[config.mk]
export PLATFORM = sky130hd
export DESIGN_NAME = ltl_report_collector
export DESIGN_NICKNAME = d
export VERILOG_FILES = /design/src/rtl/ltl_report_collector.sv
export SDC_FILE = /design/constraint.sdc
export NUM_CORES = 1
export LEC_CHECK = 0
export ABC_AREA = 1
export CAP_MARGIN = 20
export CORE_UTILIZATION = 45
export DETAILED_ROUTE_END_ITERATION = 10
export SLEW_MARGIN = 10
export SYNTH_ARGS = -nofsm -noshare
export SYNTH_HDL_FRONTEND = slang
export SYNTH_SLANG_ARGS = --single-unit
[constraint.sdc]
create_clock -name clk -period 5.9 [get_ports clk]
set_input_delay 1.18 -clock clk [delete_from_list [all_inputs] [get_ports clk]]
set_output_delay 1.18 -clock clk [all_outputs]
set_load 0.03 [all_outputs]
[src/rtl/ltl_report_collector.sv]
// ltl_report_collector
// Collects non-zero automaton report vectors, tags each one with the index of
// the symbol that produced it, and buffers the records in a first-word-fall-
// through FIFO. A full FIFO drops the record and accounts for the loss with a
// sticky overflow flag and a saturating drop counter.
module ltl_report_collector #(
  parameter int NUM_REPORTS = 4,
  parameter int FIFO_DEPTH  = 8,
  parameter int OFS_W       = 32
) (
  input  logic                   clk,
  input  logic                   rst_n,
  input  logic                   start,
  input  logic                   stop,
  input  logic                   run,
  input  logic [NUM_REPORTS-1:0] report_in,
  output logic                   rpt_valid,
  input  logic                   rpt_ready,
  output logic [NUM_REPORTS-1:0] rpt_vec,
  output logic [OFS_W-1:0]       rpt_offset,
  output logic                   busy,
  output logic                   overflow,
  output logic [15:0]            drop_cnt
);

  localparam int AW = (FIFO_DEPTH > 1) ? $clog2(FIFO_DEPTH) : 1;
  localparam logic [AW:0]        PTR_ONE = {{AW{1'b0}}, 1'b1};
  localparam logic [OFS_W-1:0]   OFS_ONE = {{(OFS_W-1){1'b0}}, 1'b1};

  typedef enum logic [1:0] {
    ST_IDLE    = 2'd0,
    ST_COLLECT = 2'd1,
    ST_DRAIN   = 2'd2
  } state_t;

  state_t                 r_state;
  logic [OFS_W-1:0]       r_sym_cnt;
  logic [OFS_W-1:0]       r_ofs_d;
  logic                   r_run_d;
  logic                   r_overflow;
  logic [15:0]            r_drop_cnt;
  logic [AW:0]            r_wr_ptr;
  logic [AW:0]            r_rd_ptr;
  logic [NUM_REPORTS-1:0] r_mem_vec [FIFO_DEPTH];
  logic [OFS_W-1:0]       r_mem_ofs [FIFO_DEPTH];

  logic                   w_empty;
  logic                   w_full;
  logic                   w_pop;
  logic                   w_rec_valid;
  logic                   w_push;
  logic                   w_drop;
  logic                   w_run_acc;
  logic [AW:0]            w_wr_ptr_nxt;
  logic [AW:0]            w_rd_ptr_nxt;
  logic                   w_next_empty;

  // FIFO status, push/pop/drop decisions and next pointer values
  always_comb begin
    w_empty     = (r_wr_ptr == r_rd_ptr);
    w_full      = (r_wr_ptr[AW-1:0] == r_rd_ptr[AW-1:0]) &&
                  (r_wr_ptr[AW] != r_rd_ptr[AW]);
    w_pop       = !w_empty && rpt_ready;
    w_rec_valid = r_run_d && (report_in != {NUM_REPORTS{1'b0}});
    // A pop in the same cycle frees the slot, so a full FIFO still accepts.
    w_push      = w_rec_valid && (!w_full || w_pop);
    w_drop      = w_rec_valid && !w_push;
    w_run_acc   = (r_state == ST_COLLECT) && run;
    if (w_push) begin
      w_wr_ptr_nxt = r_wr_ptr + PTR_ONE;
    end else begin
      w_wr_ptr_nxt = r_wr_ptr;
    end
    if (w_pop) begin
      w_rd_ptr_nxt = r_rd_ptr + PTR_ONE;
    end else begin
      w_rd_ptr_nxt = r_rd_ptr;
    end
    w_next_empty = (w_wr_ptr_nxt == w_rd_ptr_nxt);
  end

  // Stream control FSM, symbol counter, run pipeline stage and drop accounting
  always_ff @(posedge clk) begin
    if (!rst_n) begin
      r_state    <= ST_IDLE;
      r_sym_cnt  <= {OFS_W{1'b0}};
      r_ofs_d    <= {OFS_W{1'b0}};
      r_run_d    <= 1'b0;
      r_overflow <= 1'b0;
      r_drop_cnt <= 16'h0000;
    end else begin
      r_run_d <= w_run_acc;
      if (w_run_acc) begin
        r_ofs_d   <= r_sym_cnt;
        r_sym_cnt <= r_sym_cnt + OFS_ONE;
      end

      case (r_state)
        ST_IDLE: begin
          if (start) begin
            r_state   <= ST_COLLECT;
            r_sym_cnt <= {OFS_W{1'b0}};
          end
        end
        ST_COLLECT: begin
          if (stop) begin
            r_state <= ST_DRAIN;
          end
        end
        ST_DRAIN: begin
          // Leave once nothing remains buffered after this edge.
          if (w_next_empty) begin
            r_state <= ST_IDLE;
          end
        end
        default: begin
          r_state <= ST_IDLE;
        end
      endcase

      if ((r_state == ST_IDLE) && start) begin
        r_overflow <= 1'b0;
        r_drop_cnt <= 16'h0000;
      end else if (w_drop) begin
        r_overflow <= 1'b1;
        if (r_drop_cnt != 16'hFFFF) begin
          r_drop_cnt <= r_drop_cnt + 16'h0001;
        end
      end
    end
  end

  // FIFO read/write pointers, one extra bit separates full from empty
  always_ff @(posedge clk) begin
    if (!rst_n) begin
      r_wr_ptr <= {(AW+1){1'b0}};
      r_rd_ptr <= {(AW+1){1'b0}};
    end else begin
      r_wr_ptr <= w_wr_ptr_nxt;
      r_rd_ptr <= w_rd_ptr_nxt;
    end
  end

  // FIFO storage write; contents are qualified by the pointers, so no reset
  always_ff @(posedge clk) begin
    if (w_push) begin
      r_mem_vec[r_wr_ptr[AW-1:0]] <= report_in;
      r_mem_ofs[r_wr_ptr[AW-1:0]] <= r_ofs_d;
    end
  end

  // Output view: head entry when valid, zeros when the FIFO is empty
  always_comb begin
    rpt_valid = !w_empty;
    if (w_empty) begin
      rpt_vec    = {NUM_REPORTS{1'b0}};
      rpt_offset = {OFS_W{1'b0}};
    end else begin
      rpt_vec    = r_mem_vec[r_rd_ptr[AW-1:0]];
      rpt_offset = r_mem_ofs[r_rd_ptr[AW-1:0]];
    end
    busy     = (r_state != ST_IDLE);
    overflow = r_overflow;
    drop_cnt = r_drop_cnt;
  end

endmodule

# Word level (Yosys, flattened, before mapping)
# Memories as Yosys holds them, arrays and structs flattened. A register that Yosys moved wholly into a read port is not among the register bits.
# Cells that the tools add are included.
# totals
ff_bits,92
mem_bits_rw,288
inputBits,10
out_inout_bits,55
wordCells,57
memories,2
# memory_table
name,depth,width,rd,rd_clocked_by_memory_dff,write_ports,line_no,source
r_mem_ofs,8,32,1,1,1,45,logic [OFS_W-1:0] r_mem_ofs [FIFO_DEPTH];
r_mem_vec,8,4,1,1,1,44,logic [NUM_REPORTS-1:0] r_mem_vec [FIFO_DEPTH];
# op_classes
addsub,4
n_eq_ne,10
muxes,15
bitwise_logic,1
reduce_logical,17
# ops
op,n
two-way mux 32 bit,4
adder 32 x 1 -> 32 bit (second input constant),1
adder 16 x 1 -> 16 bit (second input constant),1
inequality test 16 bit (second input constant),1
two-way mux 4 bit,3
adder 4 x 1 -> 4 bit (second input constant),2
equality test 4 bit,2
logical AND 1 bit,7
two-way mux 2 bit,3
two-way mux 3 bit,2
inequality test 2 bit (second input constant),3
one-hot mux 2 bit (3 select lines),1
nonzero test 4 bit,1
equality test 3 bit,1
logical NOT 1 bit,3
AND reduction 3 bit,1
equality test 2 x 1 -> 1 bit (second input constant),1
equality test 2 bit (second input constant),1
logical NOT 2 bit,1
two-way mux 1 bit,2
AND reduction 2 bit,1
nonzero test 2 bit,1
OR reduction 2 bit,1
logical OR 1 bit,1
other kinds (2),2

# Logic depth before layout (Yosys ltp)
# Gate-level depths: netlist of the first run.
# logic_depth
ltp_word,9
mapped_depth,15
ltp_nobuf,15

# Least setup slack after synthesis of the first run
# No wires, ideal clock.
# synth_path
path_type,input to register
startpoint,in rpt_ready
endpoint,mem r_mem_ofs[6][0] (enable)
setup_ns,0.474
t_arrival_ns,4.325
t_required_ns,5.426
setup_slack_ns,1.101
stages,6
path_buffers,2
cell_sequence,buf_2 > inv_1 > nand4_1 > buf_2 > nand3_1 > nor3_1
# synth_between
elab_chain_len,5
# synth_lines
element,line_no,source
from (decl),18,"input logic rpt_ready,"
logical AND 1 bit,63,w_pop = !w_empty && rpt_ready;
logical OR 1 bit,66,w_push = w_rec_valid && (!w_full || w_pop);
logical AND 1 bit,66,
two-way mux 1 bit,146,if (w_push) begin
two-way mux 1 bit (not written as such),148,r_mem_ofs[r_wr_ptr[AW-1:0]] <= r_ofs_d;
to (decl),45,
# Every way passes these cells.

# Worst setup path after layout of the first run
# layout_path
startpoint,reg r_rd_ptr[0]
endpoint,out rpt_offset[13]
# layout_between
elab_chain_len,2
# layout_lines
element,line_no,source
from (decl),43,logic [AW:0] r_rd_ptr;
from (signal assigned),137,r_rd_ptr <= {(AW+1){1'b0}};
from (signal assigned),140,r_rd_ptr <= w_rd_ptr_nxt;
equality test 4 bit,60,w_empty = (r_wr_ptr == r_rd_ptr);
two-way mux 32 bit,155,if (w_empty) begin
to (decl),20,"output logic [OFS_W-1:0] rpt_offset,"
# Every way passes these cells.

==> results of run 1 <==
==> logic make-up (layout without fill, tap and decap cells) <==
family          Yosys count  after routing
buf+inv                 154            232
simple gates            508            508
xor+xnor                 18             18
compound gates          365            365
flops                   380            380
fa+ha+maj                 4              4
==> how the worst min path moves through the flow <==
stage,start,end,slack [ns]
final,drop_cnt[14]$_SDFFE_PP0P_,drop_cnt[14]$_SDFFE_PP0P_,0.49
after CTS,drop_cnt[14]$_SDFFE_PP0P_,drop_cnt[14]$_SDFFE_PP0P_,0.49
after floorplan,r_sym_cnt[5]$_SDFF_PN0_,r_sym_cnt[5]$_SDFF_PN0_,0.44
after detailed placement,drop_cnt[14]$_SDFFE_PP0P_,drop_cnt[14]$_SDFFE_PP0P_,0.48
after global routing,drop_cnt[14]$_SDFFE_PP0P_,drop_cnt[14]$_SDFFE_PP0P_,0.52
after global placement,r_sym_cnt[5]$_SDFF_PN0_,r_sym_cnt[5]$_SDFF_PN0_,0.46
==> final cells by class <==
cell class / instances / area (µm²)
fill: 2960 / 15700
sequential: 380 / 10500
multi-input combinational: 895 / 4370
clock buffer: 55 / 1140
timing repair buffer: 84 / 816
tap: 448 / 561
inverter: 75 / 284
clock inverter: 18 / 205
==> report_power, final <==
part	switching [µW]	leakage, µW	internal [µW]
Clock	1020	0.000657	1530
Sequential	99.0	0.00327	2900
Combinational	1490	0.00195	763
Total	2600	0.00587	5190
==> Yosys cell counts (all sizes together) (2+ instances only) <==
| cell type | count | area share [%] |
|---|---|---|
| edfxtp | 288 | 56 |
| nor2 | 283 | 7.1 |
| o21ai | 224 | 7.3 |
| nand2 | 139 | 3.5 |
| dfxtp | 92 | 12 |
| inv | 75 | 1.8 |
| a21oi | 64 | 2.1 |
| clkbuf | 54 | 1.3 |
| a31oi | 38 | 1.5 |
| o22ai | 36 | 1.5 |
| nand3 | 34 | 1.1 |
| buf | 25 | 0.75 |
| nor3 | 22 | 0.88 |
| nand4 | 13 | 0.53 |
| nor4 | 10 | 0.67 |
| xor2 | 10 | 0.57 |
| xnor2 | 8 | 0.45 |
| ha | 4 | 0.32 |
| nor3b | 3 | 0.15 |
| o21a | 3 | 0.15 |
| nand3b | 2 | 0.18 |
==> metal layers <==
layer	GRT usage (%)	part of all wire [%]	vias up	wire length, µm
li1	-	-	5136	-
met1	30.2	46	5022	16900
met2	33.2	46	297	16600
met3	2.81	6.2	50	2240
met4	5.58	1.8	0	638
met5	0	0	-	0
==> flip-flops by register name (all words and copies together) (netlist names) <==
signal	count
r_state	2
r_mem_ofs	256
r_rd_ptr	4
r_run_d	1
r_sym_cnt	32
drop_cnt	16
r_mem_vec	32
r_wr_ptr	4
overflow	1
r_ofs_d	32
==> through the flow <==
stage               setup slack [ns]  utilization, %  instance area [µm²]  std cells  power (µW)
floorplan                       1.10               -                15400       1429        4450
finish                         0.869            53.2                17900       1955        7800
CTS                            0.869            53.2                17900       1955        7860
detailed placement              1.44            49.2                16500       1882        5320
global placement                1.42            49.2                16500       1882        5300
global route                   0.595            53.2                17900       1955        8160
==> critical path, stage by stage, from the launching register on <==
cell	delay [ns]
dfxtp_4	0.98
buf_4	0.71
o21ai_0	0.20
o22ai_1	0.19
o21ai_0	0.10
a31oi_1	0.37
clkdlybuf4s50_1	0.75
==> flow_results.xml, run 1 <==
<?xml version="1.0" encoding="UTF-8"?>
<metrics>
  <group name="route">
    <metric name="detailedRoute.firstPassIterationCount" unit="">5</metric>
    <metric name="detail-route-antenna-nets" unit="">0</metric>
    <metric name="drt-total-wl" unit="mm">36.4</metric>
    <metric name="dr_total_vias" unit="">10500</metric>
    <metric name="routed_wl_per_cell" unit="µm">18.6</metric>
    <metric name="vias_per_cell" unit="">5.37</metric>
    <metric name="drcViolationCount" unit="">0</metric>
    <metric name="drtIter0Drc" unit="">932</metric>
  </group>
  <group name="global_routing">
    <metric name="maximum_number_of_pins_on_one_net_before_global_route_repair" unit="">86</metric>
    <metric name="gr-total-overflow" unit="">0</metric>
    <metric name="grt_pass1_vias" unit="">10200</metric>
    <metric name="first_pass_grt_wire_length" unit="mm">57.8</metric>
    <metric name="track_usage" unit="%">20.9</metric>
    <metric name="grt_antenna_before_repair" unit="">1</metric>
  </group>
  <group name="timing">
    <metric name="setup_total_negative_slack" unit="ns">0</metric>
    <metric name="final-hold-violation-count" unit="">0</metric>
    <metric name="final_max_slew_viol_count" unit="">0</metric>
    <metric name="period_utilization_post_route" unit="%">85.3</metric>
    <metric name="maxSlewHeadroom" unit="%">29.2</metric>
    <metric name="final-setup-viol-count" unit="">0</metric>
    <metric name="fin_hold_ws" unit="ns">0.489</metric>
    <metric name="finalWorstPathRequiredPeriod" unit="ns">5.03</metric>
    <metric name="final_worst_clock_skew" unit="ns">0.0146</metric>
    <metric name="grt_setup_unrepaired" unit="">no</metric>
    <metric name="max_slew.worst_pin.slew" unit="ns">1.06</metric>
    <metric name="max_freq" unit="GHz">0.199</metric>
  </group>
  <group name="setup_path">
    <metric name="critical_path.startpoint_type" unit="">flop</metric>
    <metric name="worstSetupStartpoint" unit="">r_rd_ptr[0]$_SDFF_PN0_</metric>
    <metric name="data_required_time_of_the_critical_path" unit="ns">4.72</metric>
    <metric name="timing_worst_setup_path_type" unit="">reg -&gt; out</metric>
    <metric name="crit_path_max_fanout" unit="">85</metric>
    <metric name="worstPathArrival" unit="ns">3.85</metric>
    <metric name="critical_path.endpoint" unit="">rpt_offset[13]</metric>
    <metric name="worstReg2RegEnd" unit="">r_mem_ofs[7][14]$_DFFE_PP_</metric>
    <metric name="reg2reg_from" unit="">r_rd_ptr[0]$_SDFF_PN0_</metric>
    <metric name="timing.critical_path.to_type" unit="">output port</metric>
    <metric name="depth_of_the_worst_register_to_register_path" unit="">9</metric>
    <metric name="regToRegSetupSlack" unit="ns">2.07</metric>
  </group>
  <group name="synthesis">
    <metric name="synthDistinctLibCells" unit="">34</metric>
    <metric name="post_synth_xor_area_fraction" unit="%">1.02</metric>
    <metric name="synth_top_flop_cell" unit="">edfxtp_1</metric>
    <metric name="synth_edf_count" unit="">288</metric>
    <metric name="synthesis.instances" unit="">1429</metric>
    <metric name="postSynthRegisterBits" unit="">380</metric>
    <metric name="sequential_cell_area_fraction_in_the_yosys_report" unit="%">68.1</metric>
    <metric name="synth-simple-area-share" unit="%">14.2</metric>
    <metric name="avgSynthCellArea" unit="µm²">10.8</metric>
    <metric name="yosys_warnings" unit="">0</metric>
    <metric name="mappedNetlistNets" unit="">1443</metric>
    <metric name="synth_top_family_by_area" unit="">simple AND/OR/NAND/NOR gates</metric>
    <metric name="synth_compound_area_share" unit="%">12.5</metric>
    <metric name="synthesis.area" unit="mm²">0.0154</metric>
    <metric name="multiplexer_area_fraction_after_synthesis" unit="%">0</metric>
    <metric name="synth_fa_ha_area_share" unit="%">0.325</metric>
    <metric name="async_flop_share" unit="%">0</metric>
  </group>
  <group name="run_status">
    <metric name="outcome" unit="">complete, no violations</metric>
  </group>
  <group name="floorplan">
    <metric name="boundaryPins" unit="">65</metric>
    <metric name="die-area" unit="mm²">0.0350</metric>
    <metric name="core-area" unit="mm²">0.0336</metric>
    <metric name="chipWidth" unit="µm">187</metric>
    <metric name="floorplan.die.height" unit="µm">187</metric>
    <metric name="placement_rows" unit="">67</metric>
    <metric name="initial_utilization" unit="%">45.9</metric>
  </group>
  <group name="clock_tree">
    <metric name="cts_buffer_depth" unit="">3</metric>
    <metric name="cts.clk_slew.worst_paths" unit="ns">0.06</metric>
    <metric name="cts-buffers-inserted" unit="">41</metric>
    <metric name="cts.repair_timing.setup_buffer_count" unit="">0</metric>
    <metric name="cts_tree" unit="">built</metric>
    <metric name="cts_sinks" unit="">380</metric>
    <metric name="cts-resized-gates" unit="">0</metric>
    <metric name="insertion_delay" unit="ns">0.53</metric>
    <metric name="h-tree-depth" unit="">2</metric>
    <metric name="hold_buffers" unit="">0</metric>
    <metric name="clk_root_buffer_cell" unit="">clkbuf_16</metric>
  </group>
  <group name="final_layout">
    <metric name="layout.cells.most_common" unit="">edfxtp_1</metric>
    <metric name="mostFrequentLayoutCells" unit="">edfxtp_1 (288), nor2_1 (273), o21ai_0 (219)</metric>
    <metric name="layout-drive-gt1-share" unit="%">7.70</metric>
    <metric name="area_delta_synth_final" unit="%">16.0</metric>
    <metric name="ant_cells" unit="">0</metric>
    <metric name="nNetsFinal" unit="">1491</metric>
  </group>
  <group name="placement">
    <metric name="dpl.hpwl" unit="mm">20.6</metric>
    <metric name="globalplace.congestion" unit="">0.819</metric>
    <metric name="port_buffers" unit="">64</metric>
  </group>
  <group name="power">
    <metric name="power_per_cell_area" unit="mW/mm²">436</metric>
    <metric name="ir_drop" unit="V">0.000269</metric>
    <metric name="total_leakage_power" unit="µW">0.00587</metric>
  </group>
  <group name="run">
    <metric name="max_cap_viol_count" unit="">0</metric>
  </group>
  <group name="worst_hold_path">
    <metric name="kind_of_path_behind_the_tightest_hold_check" unit="">reg -&gt; reg</metric>
    <metric name="timing.hold.worst_path_depth" unit="">2</metric>
  </group>
</metrics>
No activity file was read; power rests on OpenSTA's default activity.
==> inputs of run 2 (changes only) <==
--- a/config.mk
+++ b/config.mk
@@ -7,9 +7,9 @@
 export LEC_CHECK = 0
 export ABC_AREA = 1
 export CAP_MARGIN = 20
-export CORE_UTILIZATION = 45
+export CORE_UTILIZATION = 30
 export DETAILED_ROUTE_END_ITERATION = 10
-export SLEW_MARGIN = 10
+export SLEW_MARGIN = 5
 export SYNTH_ARGS = -nofsm -noshare
 export SYNTH_HDL_FRONTEND = slang
 export SYNTH_SLANG_ARGS = --single-unit
==> flow_results.xml, run 2 (same netlist as run 1, synthesis figures left out) <==
<?xml version="1.0" encoding="UTF-8"?>
<metrics>
  <group name="final_layout">
    <metric name="layout-drive-gt1-share" unit="%">7.48</metric>
    <metric name="ant_cells" unit="">0</metric>
    <metric name="finalInstanceArea" unit="mm²">0.0181</metric>
    <metric name="nNetsFinal" unit="">1492</metric>
    <metric name="layout.cells.most_common" unit="">edfxtp_1</metric>
    <metric name="mostFrequentLayoutCells" unit="">edfxtp_1 (288), nor2_1 (273), o21ai_0 (219)</metric>
    <metric name="largest_reg_flops" unit="">256</metric>
    <metric name="area_delta_synth_final" unit="%">17.2</metric>
    <metric name="fillCellCount" unit="">4922</metric>
  </group>
  <group name="floorplan">
    <metric name="die-area" unit="mm²">0.0523</metric>
    <metric name="placement_rows" unit="">82</metric>
    <metric name="boundaryPins" unit="">65</metric>
    <metric name="floorplan.die.height" unit="µm">229</metric>
    <metric name="chipWidth" unit="µm">229</metric>
    <metric name="initial_utilization" unit="%">30.6</metric>
    <metric name="core-area" unit="mm²">0.0504</metric>
  </group>
  <group name="timing">
    <metric name="max_slew.worst_pin.slew" unit="ns">1.07</metric>
    <metric name="grt_setup_unrepaired" unit="">no</metric>
    <metric name="maxSlewHeadroom" unit="%">28.5</metric>
    <metric name="final-hold-violation-count" unit="">0</metric>
    <metric name="setup_total_negative_slack" unit="ns">0</metric>
    <metric name="max_freq" unit="GHz">0.200</metric>
    <metric name="final_worst_clock_skew" unit="ns">0.0343</metric>
    <metric name="final_max_slew_viol_count" unit="">0</metric>
    <metric name="finalWorstPathRequiredPeriod" unit="ns">5.00</metric>
    <metric name="period_utilization_post_route" unit="%">84.7</metric>
    <metric name="final-setup-viol-count" unit="">0</metric>
  </group>
  <group name="route">
    <metric name="routed_wl_per_cell" unit="µm">17.5</metric>
    <metric name="met1_routed_wirelength_after_detailed_routing" unit="mm">17.0</metric>
    <metric name="topRoutingLayerUsed" unit="">met4</metric>
    <metric name="drcViolationCount" unit="">0</metric>
    <metric name="detail-route-antenna-nets" unit="">0</metric>
    <metric name="vias_per_cell" unit="">4.93</metric>
    <metric name="drt-total-wl" unit="mm">38.1</metric>
    <metric name="drtIter0Drc" unit="">820</metric>
    <metric name="dr_total_vias" unit="">10700</metric>
    <metric name="detailedRoute.firstPassIterationCount" unit="">5</metric>
    <metric name="metal2_wl" unit="mm">18.1</metric>
    <metric name="routed_met3_length" unit="mm">2.29</metric>
  </group>
  <group name="setup_path">
    <metric name="slowest_delay" unit="ns">1.02</metric>
    <metric name="reg2reg_from" unit="">r_rd_ptr[0]$_SDFF_PN0_</metric>
    <metric name="crit_path_max_fanout" unit="">98</metric>
    <metric name="cp_top_family" unit="">buffers and inverters</metric>
    <metric name="regToRegSetupSlack" unit="ns">2.32</metric>
    <metric name="data_required_time_of_the_critical_path" unit="ns">4.72</metric>
    <metric name="critPathBufInv" unit="">3</metric>
    <metric name="cpMostUsedCell" unit="">o21ai_0</metric>
    <metric name="crit_path_top_delay_cell" unit="">dfxtp_4</metric>
    <metric name="depth_of_the_worst_register_to_register_path" unit="">11</metric>
    <metric name="timing.critical_path.to_type" unit="">output port</metric>
    <metric name="worstPathArrival" unit="ns">3.82</metric>
    <metric name="worstReg2RegEnd" unit="">drop_cnt[13]$_SDFFE_PP0P_</metric>
    <metric name="cell_by_cell_trace_of_the_critical_path" unit="">clkinv_2 -&gt; buf_4 -&gt; o21ai_0 -&gt; o22ai_1 -&gt; o21ai_0 -&gt; a31oi_1 -&gt; clkdlybuf4s50_1</metric>
    <metric name="critical_path.startpoint_type" unit="">flop</metric>
    <metric name="timing_worst_setup_path_type" unit="">reg -&gt; out</metric>
  </group>
  <group name="clock_tree">
    <metric name="cts_tree" unit="">built</metric>
    <metric name="cts.repair_timing.setup_buffer_count" unit="">0</metric>
    <metric name="insertion_delay" unit="ns">0.58</metric>
    <metric name="cts.clk_slew.worst_paths" unit="ns">0.06</metric>
    <metric name="cts_sinks" unit="">380</metric>
    <metric name="cts_buffer_depth" unit="">3</metric>
    <metric name="hold_buffers" unit="">0</metric>
    <metric name="cts-resized-gates" unit="">0</metric>
    <metric name="h-tree-depth" unit="">2</metric>
    <metric name="cts-buffers-inserted" unit="">41</metric>
    <metric name="clk_root_buffer_cell" unit="">clkbuf_16</metric>
  </group>
  <group name="run_status">
    <metric name="outcome" unit="">complete, no violations</metric>
  </group>
  <group name="power">
    <metric name="ir_drop" unit="V">0.000206</metric>
    <metric name="power_per_cell_area" unit="mW/mm²">427</metric>
    <metric name="total_leakage_power" unit="µW">0.00583</metric>
  </group>
  <group name="worst_hold_path">
    <metric name="timing.hold.worst_path_depth" unit="">2</metric>
    <metric name="hold_path_startpoint" unit="">overflow$_SDFFE_PP0P_</metric>
    <metric name="kind_of_path_behind_the_tightest_hold_check" unit="">reg -&gt; reg</metric>
    <metric name="timing.hold.worst_endpoint" unit="">overflow$_SDFFE_PP0P_</metric>
  </group>
  <group name="placement">
    <metric name="port_buffers" unit="">64</metric>
    <metric name="globalplace.congestion" unit="">0.817</metric>
    <metric name="instance_area_at_placement" unit="mm²">0.0168</metric>
    <metric name="dpl.hpwl" unit="mm">21.4</metric>
  </group>
  <group name="run">
    <metric name="max_cap_viol_count" unit="">0</metric>
  </group>
  <group name="global_routing">
    <metric name="first_pass_grt_wire_length" unit="mm">58.8</metric>
    <metric name="track_usage" unit="%">14.4</metric>
    <metric name="gr-total-overflow" unit="">0</metric>
    <metric name="maximum_number_of_pins_on_one_net_before_global_route_repair" unit="">99</metric>
    <metric name="grt_pass1_vias" unit="">10100</metric>
    <metric name="grt_antenna_before_repair" unit="">0</metric>
  </group>
</metrics>
==> run 2: how the worst max path moves through the flow <==
stage	startpoint	to	slack (ns)	cells past startpoint
2_1_floorplan	rpt_ready	r_mem_ofs[6][0]$_DFFE_PP_	1.10	6
6_report	r_rd_ptr[0]$_SDFF_PN0_	rpt_offset[17]	0.90	7
5_1_grt	r_rd_ptr[0]$_SDFF_PN0_	rpt_offset[17]	0.77	7
3_5_place_dp	r_rd_ptr[0]$_SDFF_PN0_	rpt_offset[17]	1.48	7
4_1_cts	r_rd_ptr[0]$_SDFF_PN0_	rpt_offset[17]	0.87	7
3_3_place_gp	r_rd_ptr[0]$_SDFF_PN0_	rpt_offset[5]	1.53	6
==> run 2: final cells by class <==
type / count / area, µm² / area share [%]
Clock buffer: 59 / 1120 / 6.22
Clock inverter: 16 / 156 / 0.865
Inverter: 75 / 283 / 1.56
Multi-Input combinational cell: 895 / 4370 / 24.2
Sequential cell: 380 / 10500 / 58.1
Tap cell: 672 / 841 / 4.65
Timing Repair Buffer: 85 / 798 / 4.42
==> run 2: tightest hold or removal path, stage by stage (launching register included) <==
cell     delay, ns
dfxtp_1       0.33
nor2_1        0.05
nor2_1        0.07
==> run 2: power breakdown <==
| part | total [µW] | internal [µW] | switching, µW |
|---|---|---|---|
| Combinational | 2260 | 759 | 1500 |
| Sequential | 3020 | 2900 | 120 |
| Clock | 2430 | 1390 | 1050 |
==> run 2: routing by layer <==
metal,global-route usage [%],up-vias
met5,0,-
met4,4.22,0
li1,-,5138
met1,19.5,5236
met2,23.5,323
met3,2.30,50
==> run 2: through the flow <==
stage,hold slack [ns],utilization (%),std cells,setup slack [ns],total power [µW]
detailed placement,0.464,33.3,2107,1.48,5360
finish,0.474,35.9,2182,0.903,7710
global placement,0.453,33.3,2107,1.53,5350
global route,0.498,35.9,2182,0.769,8060
CTS,0.478,35.9,2182,0.869,7800
floorplan,0.443,-,1429,1.10,4450
